$ cat config.mk
export PLATFORM = sky130hd
export DESIGN_NAME = drop_ctrl_flat
export DESIGN_NICKNAME = d
export VERILOG_FILES = /design/src/rtl/drop_ctrl_if.sv /design/src/rtl/drop_ctrl.sv /design/src/flat_wrapper.sv
export SDC_FILE = /design/constraint.sdc
export NUM_CORES = 1
export LEC_CHECK = 0
export BUFFER_PORTS_ARGS = -buffer_cell sky130_fd_sc_hd__buf_2
export CAP_MARGIN = 20
export CELL_PAD_IN_SITES_DETAIL_PLACEMENT = 0
export CELL_PAD_IN_SITES_GLOBAL_PLACEMENT = 1
export CORE_MARGIN = 2
export CORE_UTILIZATION = 44
export DETAILED_ROUTE_END_ITERATION = 8
export PLACE_DENSITY_LB_ADDON = 0.08
export REMOVE_ABC_BUFFERS = 1
export SKIP_LAST_GASP = 1
export SLEW_MARGIN = 10
export SYNTH_ARGS = -nofsm -noshare
export SYNTH_HDL_FRONTEND = slang
export SYNTH_SLANG_ARGS = --single-unit
$ cat constraint.sdc
create_clock -name clk -period 4.15 [get_ports clk]
set_input_delay 0.83 -clock clk [delete_from_list [all_inputs] [get_ports clk]]
set_output_delay 0.83 -clock clk [all_outputs]
set_load 0.01 [all_outputs]
$ cat src/rtl/drop_ctrl_if.sv
// Move handshake between a requester and the drop_ctrl board engine.
interface drop_ctrl_if;
  logic       move_valid;
  logic [2:0] move_col;
  logic       move_ready;
  logic       move_done;
  logic       move_err;

  modport master (
    output move_valid,
    output move_col,
    input  move_ready,
    input  move_done,
    input  move_err
  );

  modport slave (
    input  move_valid,
    input  move_col,
    output move_ready,
    output move_done,
    output move_err
  );
endinterface

$ cat src/rtl/drop_ctrl.sv
// Drop-in board controller: 7 columns x 6 rows, pieces fall to the lowest
// empty cell of the chosen column, one cell examined per cycle.
module drop_ctrl (
  input  logic                  clk,
  input  logic                  rst,
  input  logic                  new_game,
  drop_ctrl_if.slave            mv,
  output logic [6:0][5:0][1:0]  panel,
  output logic [1:0]            turn,
  output logic [2:0]            last_col,
  output logic [2:0]            last_row,
  output logic                  full
);

  localparam logic [2:0] IDLE = 3'd0;
  localparam logic [2:0] SCAN = 3'd1;
  localparam logic [2:0] DONE = 3'd2;
  localparam logic [2:0] ERR  = 3'd3;
  localparam logic [2:0] OVER = 3'd4;

  localparam logic [1:0] P1    = 2'b01;
  localparam logic [1:0] P2    = 2'b10;
  localparam logic [1:0] EMPTY = 2'b00;

  // Board is full when no column has room left in its top row.
  function automatic logic board_full(input logic [6:0][5:0][1:0] b);
    logic f;
    f = 1'b1;
    for (int c = 0; c < 7; c++) begin
      f = f & (b[c][0] != EMPTY);
    end
    return f;
  endfunction

  logic [2:0]                state_q, state_d;
  logic [6:0][5:0][1:0]      panel_q, panel_d;
  logic [1:0]                turn_q, turn_d;
  logic                      full_q, full_d;
  logic [2:0]                last_col_q, last_col_d;
  logic [2:0]                last_row_q, last_row_d;
  logic [2:0]                col_q, col_d;
  logic [2:0]                row_q, row_d;
  logic                      done_q, done_d;
  logic                      err_q, err_d;

  logic                      ready_s;
  logic                      accept_s;
  logic                      col_bad_s;

  assign ready_s  = (state_q == IDLE) && !full_q && !new_game && !rst;
  assign accept_s = mv.move_valid && ready_s;
  // Out-of-range column or a column whose top cell is taken is rejected;
  // the range check guards the panel read.
  assign col_bad_s = (mv.move_col > 3'd6) ? 1'b1 : (panel_q[mv.move_col][0] != EMPTY);

  // Next-state logic: move acceptance, per-cycle column scan and new_game clear.
  always_comb begin
    state_d    = state_q;
    panel_d    = panel_q;
    turn_d     = turn_q;
    full_d     = full_q;
    last_col_d = last_col_q;
    last_row_d = last_row_q;
    col_d      = col_q;
    row_d      = row_q;
    done_d     = 1'b0;
    err_d      = 1'b0;

    if (new_game) begin
      state_d    = IDLE;
      panel_d    = '0;
      turn_d     = P1;
      full_d     = 1'b0;
      last_col_d = 3'd0;
      last_row_d = 3'd0;
      col_d      = 3'd0;
      row_d      = 3'd0;
    end else begin
      case (state_q)
        IDLE: begin
          if (accept_s && col_bad_s) begin
            state_d = ERR;
            err_d   = 1'b1;
          end else if (accept_s) begin
            col_d   = mv.move_col;
            row_d   = 3'd5;
            state_d = SCAN;
          end else begin
            state_d = IDLE;
          end
        end
        SCAN: begin
          if (panel_q[col_q][row_q] == EMPTY) begin
            panel_d[col_q][row_q] = turn_q;
            last_col_d            = col_q;
            last_row_d            = row_q;
            state_d               = DONE;
            done_d                = 1'b1;
          end else if (row_q == 3'd0) begin
            // Unreachable while the top-row check holds; never loop forever.
            state_d = IDLE;
          end else begin
            row_d = row_q - 3'd1;
          end
        end
        DONE: begin
          turn_d  = (turn_q == P1) ? P2 : P1;
          full_d  = board_full(panel_q);
          state_d = board_full(panel_q) ? OVER : IDLE;
        end
        ERR: begin
          state_d = IDLE;
        end
        OVER: begin
          state_d = OVER;
        end
        default: begin
          state_d = IDLE;
        end
      endcase
    end
  end

  // State registers with synchronous reset taking priority over everything.
  always_ff @(posedge clk) begin
    if (rst) begin
      state_q    <= IDLE;
      panel_q    <= '0;
      turn_q     <= P1;
      full_q     <= 1'b0;
      last_col_q <= 3'd0;
      last_row_q <= 3'd0;
      col_q      <= 3'd0;
      row_q      <= 3'd0;
      done_q     <= 1'b0;
      err_q      <= 1'b0;
    end else begin
      state_q    <= state_d;
      panel_q    <= panel_d;
      turn_q     <= turn_d;
      full_q     <= full_d;
      last_col_q <= last_col_d;
      last_row_q <= last_row_d;
      col_q      <= col_d;
      row_q      <= row_d;
      done_q     <= done_d;
      err_q      <= err_d;
    end
  end

  assign mv.move_ready = ready_s;
  assign mv.move_done  = done_q;
  assign mv.move_err   = err_q;
  assign panel         = panel_q;
  assign turn          = turn_q;
  assign full          = full_q;
  assign last_col      = last_col_q;
  assign last_row      = last_row_q;

endmodule

$ cat src/flat_wrapper.sv
// flat-port wrapper written by rule: the top's interface ports become plain ports
module drop_ctrl_flat 
  (clk, rst, new_game, panel, turn, last_col, last_row, full, mv_move_valid, mv_move_col, mv_move_ready, mv_move_done, mv_move_err);
  drop_ctrl_if mv_i ();
  input  logic clk;
  input  logic rst;
  input  logic new_game;
  output logic [6:0][5:0][1:0] panel;
  output logic [1:0] turn;
  output logic [2:0] last_col;
  output logic [2:0] last_row;
  output logic full;
  input wire logic [$bits(mv_i.move_valid)-1:0] mv_move_valid;
  input wire logic [$bits(mv_i.move_col)-1:0] mv_move_col;
  output wire logic [$bits(mv_i.move_ready)-1:0] mv_move_ready;
  output wire logic [$bits(mv_i.move_done)-1:0] mv_move_done;
  output wire logic [$bits(mv_i.move_err)-1:0] mv_move_err;
  assign mv_i.move_valid = mv_move_valid;
  assign mv_i.move_col = mv_move_col;
  assign mv_move_ready = mv_i.move_ready;
  assign mv_move_done = mv_i.move_done;
  assign mv_move_err = mv_i.move_err;
  drop_ctrl u_core (.clk(clk), .rst(rst), .new_game(new_game), .mv(mv_i), .panel(panel), .turn(turn), .last_col(last_col), .last_row(last_row), .full(full));
endmodule
* Word level (Yosys, flattened, before mapping)
Index checks and enable logic that the tools add are counted.
** Word-level totals
- Bits in read-only memories :: 0
- Bits in latches :: 0
- Output and inout port bits :: 96
- Memories kept :: 0
- Logic and storage cells :: 130
- Bits in writable memories :: 0
- Flip-flop bits (word level) :: 104
** Operators by class
- Reductions and logical operators :: 28
- Equality and inequality tests :: 9
- Shifts and indexed selects :: 0
- Div/mod/pow operators :: 0
- Bitwise gates (word level) :: 9
- Add/sub/neg operators :: 1
- $lt $le $gt $ge :: 6
- Mux-type cells :: 26
- Multipliers :: 0
** Operator list (count)
- bitwise mux 84 bit :: 1
- binary-select mux 12 bit (select 3 bit) :: 2
- demux 12 bit (select 3 bit) :: 1
- two-way mux 12 bit :: 2
- two-way mux 3 bit :: 8
- nonzero test 2 bit :: 9
- less-than comparator 3 x 4 -> 1 bit, second input constant :: 3
- one-hot mux 3 bit (4 select lines) :: 1
- two-way mux 2 bit :: 4
- logical AND 1 bit :: 7
- bitwise AND 1 bit :: 6
- binary-select mux 2 bit (select 3 bit) :: 1
- demux 2 bit (select 3 bit) :: 1
- >= comparator 3 x 1 -> 1 bit, second input constant :: 2
- logical NOT 3 bit :: 2
- inequality test 2 bit, second input constant :: 3
- one-hot mux 3 bit (2 select lines) :: 1
- OR reduction 3 bit :: 2
- AND reduction 5 bit :: 1
- two-way mux 1 bit :: 4
- equality test 3 x 1 -> 1 bit, second input constant :: 1
- equality test 3 x 2 -> 1 bit, second input constant :: 1
- equality test 3 bit, second input constant :: 1
- > comparator 3 bit, second input constant :: 1
- other kinds (10) :: 14

* Depth between registers and ports, before layout
- Depth in word-level cells :: 9
- Depth in mapped cells :: 12
- Gate-level depth less buffers :: 7

* Worst setup path before layout
Ideal clock, no wire load.
- Path kind :: input to register
- Start :: input new_game
- End :: register u_core.row_q[0]
- Setup time :: 0.117 ns
- Arrival :: 2.755 ns
- Cell stages on the path :: 8
- Path slack :: 1.279 ns
- Required time :: 4.033 ns
- Path through :: or2_2 -> clkbuf_1 -> nor4b_1 -> nand2_1 -> a211oi_1 -> a21o_1 -> a21oi_1 -> a22o_1
** Between the ends
- Cells in the longest elaborated chain, start to end :: 7
** RTL lines
- start: declaration :: line flat_wrapper.sv:7 : input logic new_game;
- logical NOT 1 bit (*) :: line drop_ctrl.sv:50 : assign ready_s = (state_q == IDLE) && !full_q && !new_game && !rst;
- logical AND 1 bit (*) (2 in a row) :: line drop_ctrl.sv:50
- net mv_move_ready :: line flat_wrapper.sv:15 : output wire logic [$bits(mv_i.move_ready)-1:0] mv_move_ready;
- logical AND 1 bit (*) :: line drop_ctrl.sv:51 : assign accept_s = mv.move_valid && ready_s;
- logical AND 1 bit :: line drop_ctrl.sv:81 : if (accept_s && col_bad_s) begin
- inequality test 2 bit (no line)
- AND reduction 5 bit (no line) (*)
- end signal: assignment :: line drop_ctrl.sv:145 : row_q <= row_d;
- end: declaration :: line drop_ctrl.sv:42 : logic [2:0] row_q, row_d;
The timed path passes the listed nets; every way through them passes the cells marked *.
A chain may end at the register's enable or synchronous reset.

* Worst setup path in the final report
- Start :: register u_core.col_q[1]
- End :: register u_core.panel_q (netlist bit u_core.panel[41])
** Between the ends
- Cells in the longest elaborated chain, start to end :: 6
** RTL lines
- start: declaration :: line drop_ctrl.sv:41 : logic [2:0] col_q, col_d;
- start signal: assignment :: line drop_ctrl.sv:144 : col_q <= col_d;
- binary-select mux 12 bit (select 3 bit) :: line drop_ctrl.sv:93 : if (panel_q[col_q][row_q] == EMPTY) begin
- two-way mux 12 bit (implied by the code) :: line drop_ctrl.sv:93
- binary-select mux 2 bit (select 3 bit) :: line drop_ctrl.sv:93
- two-way mux 2 bit (implied by the code) :: line drop_ctrl.sv:93
- logical NOT 2 bit :: line drop_ctrl.sv:93
- AND reduction 2 bit (no line)
- end signal: assignment :: line drop_ctrl.sv:139 : panel_q <= panel_d;
- end: declaration :: line drop_ctrl.sv:36 : logic [6:0][5:0][1:0] panel_q, panel_d;
Parallel ways exist; a longest one is shown, timed or not. The select of a mux whose other input is x is not followed.

==> results_dict.tcl <==
set metrics [dict create \
    cts_tree "built" \
    drtIter0Drc 229 \
    syn_area_mm2 0.00441 \
    yosysWarnings 0 \
    routedWlPerCell_um 19.9 \
    antenna_found_initial 0 \
    dieArea_mm2 0.0108 \
    leakage_nw 2.05 \
    syn_area_per_cell_um2 10.0 \
    pre_cts_ws_ns 1.04 \
    routed_wl_mm 13.3 \
    p_comb_share_pct 4.5 \
    maxCapViolCount 0 \
    arrival_ns 3.40 \
    max_freq_ghz 0.323 \
    synth_area_leader_cell "dfxtp_1" \
    vias 4111 \
    synthArstFlopShare_pct 0 \
    status "completed" \
    io-pin-count 103 \
    floorplan.rows 36 \
    post_cts_buffers 0 \
    slew_headroom_pct 37.3 \
    ys.flop_type "dfxtp_1" \
    cts_root_buffer "clkbuf_8" \
    worstHoldPathType "reg -> reg" \
    p_sw_share_pct 24.0 \
    track_usage_pct 24.1 \
    overflow 0 \
    synthToLayoutAreaGrowth_pct 17.8 \
    setup_ws_ns 1.06 \
    place_congestion 0.788 \
    synth.most_common_cell "dfxtp_1" \
    first_pass_iters 5 \
    finalNonFillerCells 667 \
    ys_top_cells_by_count "104 x dfxtp_1, 84 x a32o_1, 55 x nor2_1, 20 x a21oi_1, 19 x clkbuf_1" \
    tightestPinTransition_ns 0.940 \
    grt_max_degree 89 \
    yosys-top-cells-area "dfxtp_1 47%, a32o_1 19%, nor2_1 4.7%, buf_6 2.3%, a21oi_1 2.3%" \
    cts_resized 0 \
    io_buffers 102 \
    hold_violations 0 \
    cts.sinks 104 \
    clock_latency_ns 0.37 \
    setup_viol 0 \
    drv_slew 0 \
    ir_worst_vdd_v 0.000187 \
    nets 538 \
    min_period_ns 3.09 \
    ctsHoldBuffers 0 \
    start_util_pct 45.1 \
    netlist_instances 441 \
    synth-seq-cells 104 \
    switchingPower_mw 0.432 \
    synth_top_area_share_pct 47.2 \
    final_core_util_pct 53.2 \
    pwr-share-clk_pct 39.7 \
    postRouteAntennaNets 0 \
    finalClockSkew_ns 0.0135 \
    fp.dieW_um 104 \
    vias_per_cell 6.16 \
    path_clk_slew_ns 0.10 \
    ys_seq_area_share_pct 47.2 \
    die_h_um 104 \
    rsz0062_at_grt "false" \
    worst-setup-path-type "reg -> reg" \
    power_density_mw_per_mm2 346 \
    cts_max_level 3 \
    cp_max_fo 45 \
    drive_above_1_share_pct 25.8 \
    cts_buffers 9 \
    power_frac_seq_pct 55.8 \
    endpoint_kind "flop" \
    yosysUniqueCellTypes 48 \
    ctsLongestPathBuffers 2 \
    required_ns 4.46 \
    p_int_mw 1.37 \
    grt_pass1_vias 3879 \
    antennaDiodeCount 0 \
    fin_crit_sh_pct 74.5 \
    place_inst 651 \
    synth-edff-count 0 \
    drc_errors 0 \
    worstSetupStartpointType "flop" \
    grt_pass1_wl_mm 20.9 \
    fin_setup_tns_ns 0 \
    hpwl_mm 9.11 \
    core_area_mm2 0.00977 \
]
## final timing paths
check                                   from                         endpoint  slack (ns)  cells past startpoint
min          u_core.last_row[2]$_SDFFE_PP0P_  u_core.last_row[2]$_SDFFE_PP0P_        0.48                      2
max reg2reg     u_core.col_q[1]$_SDFFE_PP0P_    u_core.panel[41]$_SDFFE_PP0P_        1.06                      8
max             u_core.col_q[1]$_SDFFE_PP0P_    u_core.panel[41]$_SDFFE_PP0P_        1.06                      8
min reg2reg  u_core.last_row[2]$_SDFFE_PP0P_  u_core.last_row[2]$_SDFFE_PP0P_        0.48                      2
## kinds of logic after synthesis
kind of cell / after synthesis / share of synthesized area, %
AO/OA/AOI/OAI: 162 / 31.8
AND/OR/NAND/NOR: 121 / 13.2
flip-flops: 104 / 47.2
buffers and inverters: 46 / 5.93
multiplexers: 6 / 1.36
adder cells (fa/ha/maj): 2 / 0.567
## state kept, by name (all words and copies together), names as in the netlist
name and cells:
u_core.last_row 3, u_core.panel 84, u_core.mv.move_err 1, u_core.mv.move_done 1, u_core.col_q 3, u_core.state_q 3
u_core.turn 2, u_core.row_q 3, u_core.full 1, u_core.last_col 3
## layout by cell type, fill, tap and decap left out, drive strengths merged, types with 2 or more instances in the layout
master | Yosys | routed
buf | 20 | 116
dfxtp | 104 | 104
a32o | 84 | 84
nor2 | 56 | 56
a21oi | 20 | 20
o21ai | 14 | 14
nand2 | 14 | 14
nor3 | 11 | 11
a211oi | 11 | 11
nand3 | 9 | 9
clkbuf | 19 | 9
inv | 7 | 9
nor2b | 7 | 7
mux2i | 6 | 6
nand3b | 4 | 4
o221ai | 4 | 4
o31ai | 4 | 4
nor3b | 4 | 4
a21o | 4 | 4
or3 | 3 | 3
nor4 | 3 | 3
nand2b | 3 | 3
o211ai | 3 | 3
clkinv | 0 | 3
and2 | 2 | 2
a221o | 2 | 2
a22o | 2 | 2
a221oi | 2 | 2
o311a | 2 | 2
ha | 2 | 2
bufinv | 0 | 2
or2 | 2 | 2
a2111oi | 2 | 2
## per-stage QoR
stage / power, mW / cell area (um^2) / hold slack [ns]
final: 1.80 / 5200 / 0.481
after floorplan: 1.08 / 4180 / 0.453
after detailed placement: 1.11 / 4970 / 0.469
after CTS: 1.81 / 5200 / 0.484
after global routing: 1.85 / 5200 / 0.513
after global placement: 1.11 / 4960 / 0.465
## critical path: stages, from the launching register on
cell       delay (ns)
dfxtp_1          0.86
nor2b_1          0.15
a22o_1           0.26
a221oi_1         0.41
a2111oi_2        0.15
or2_1            0.38
nor2_4           0.15
buf_4            0.41
a32o_1           0.24
## final cells by class
| class | instances | area, um^2 |
|---|---|---|
| fill | 958 | 4580 |
| sequential | 104 | 2080 |
| multi-input combinational | 291 | 2080 |
| timing repair buffer | 116 | 619 |
| tap | 133 | 166 |
| clock buffer | 9 | 124 |
| clock inverter | 7 | 103 |
| inverter | 7 | 26.3 |
## power by group through the flow
stage          Combinational [mW]  Sequential [mW]  Clock (mW)
2_1_floorplan              0.0490             1.03           0
3_3_place_gp               0.0799             1.03           0
3_5_place_dp               0.0805             1.03           0
4_1_cts                    0.0810             1.00       0.722
5_1_grt                    0.0889             1.01       0.760
6_report                   0.0818             1.00       0.714
## routing by layer
metal | global-route usage (%) | part of all wire (%)
met1 | 33.4 | 47
met2 | 38.4 | 46
met3 | 4.26 | 5.9
met4 | 7.24 | 1.3
met5 | 0 | 0
No activity file was read; power rests on OpenSTA's default activity.
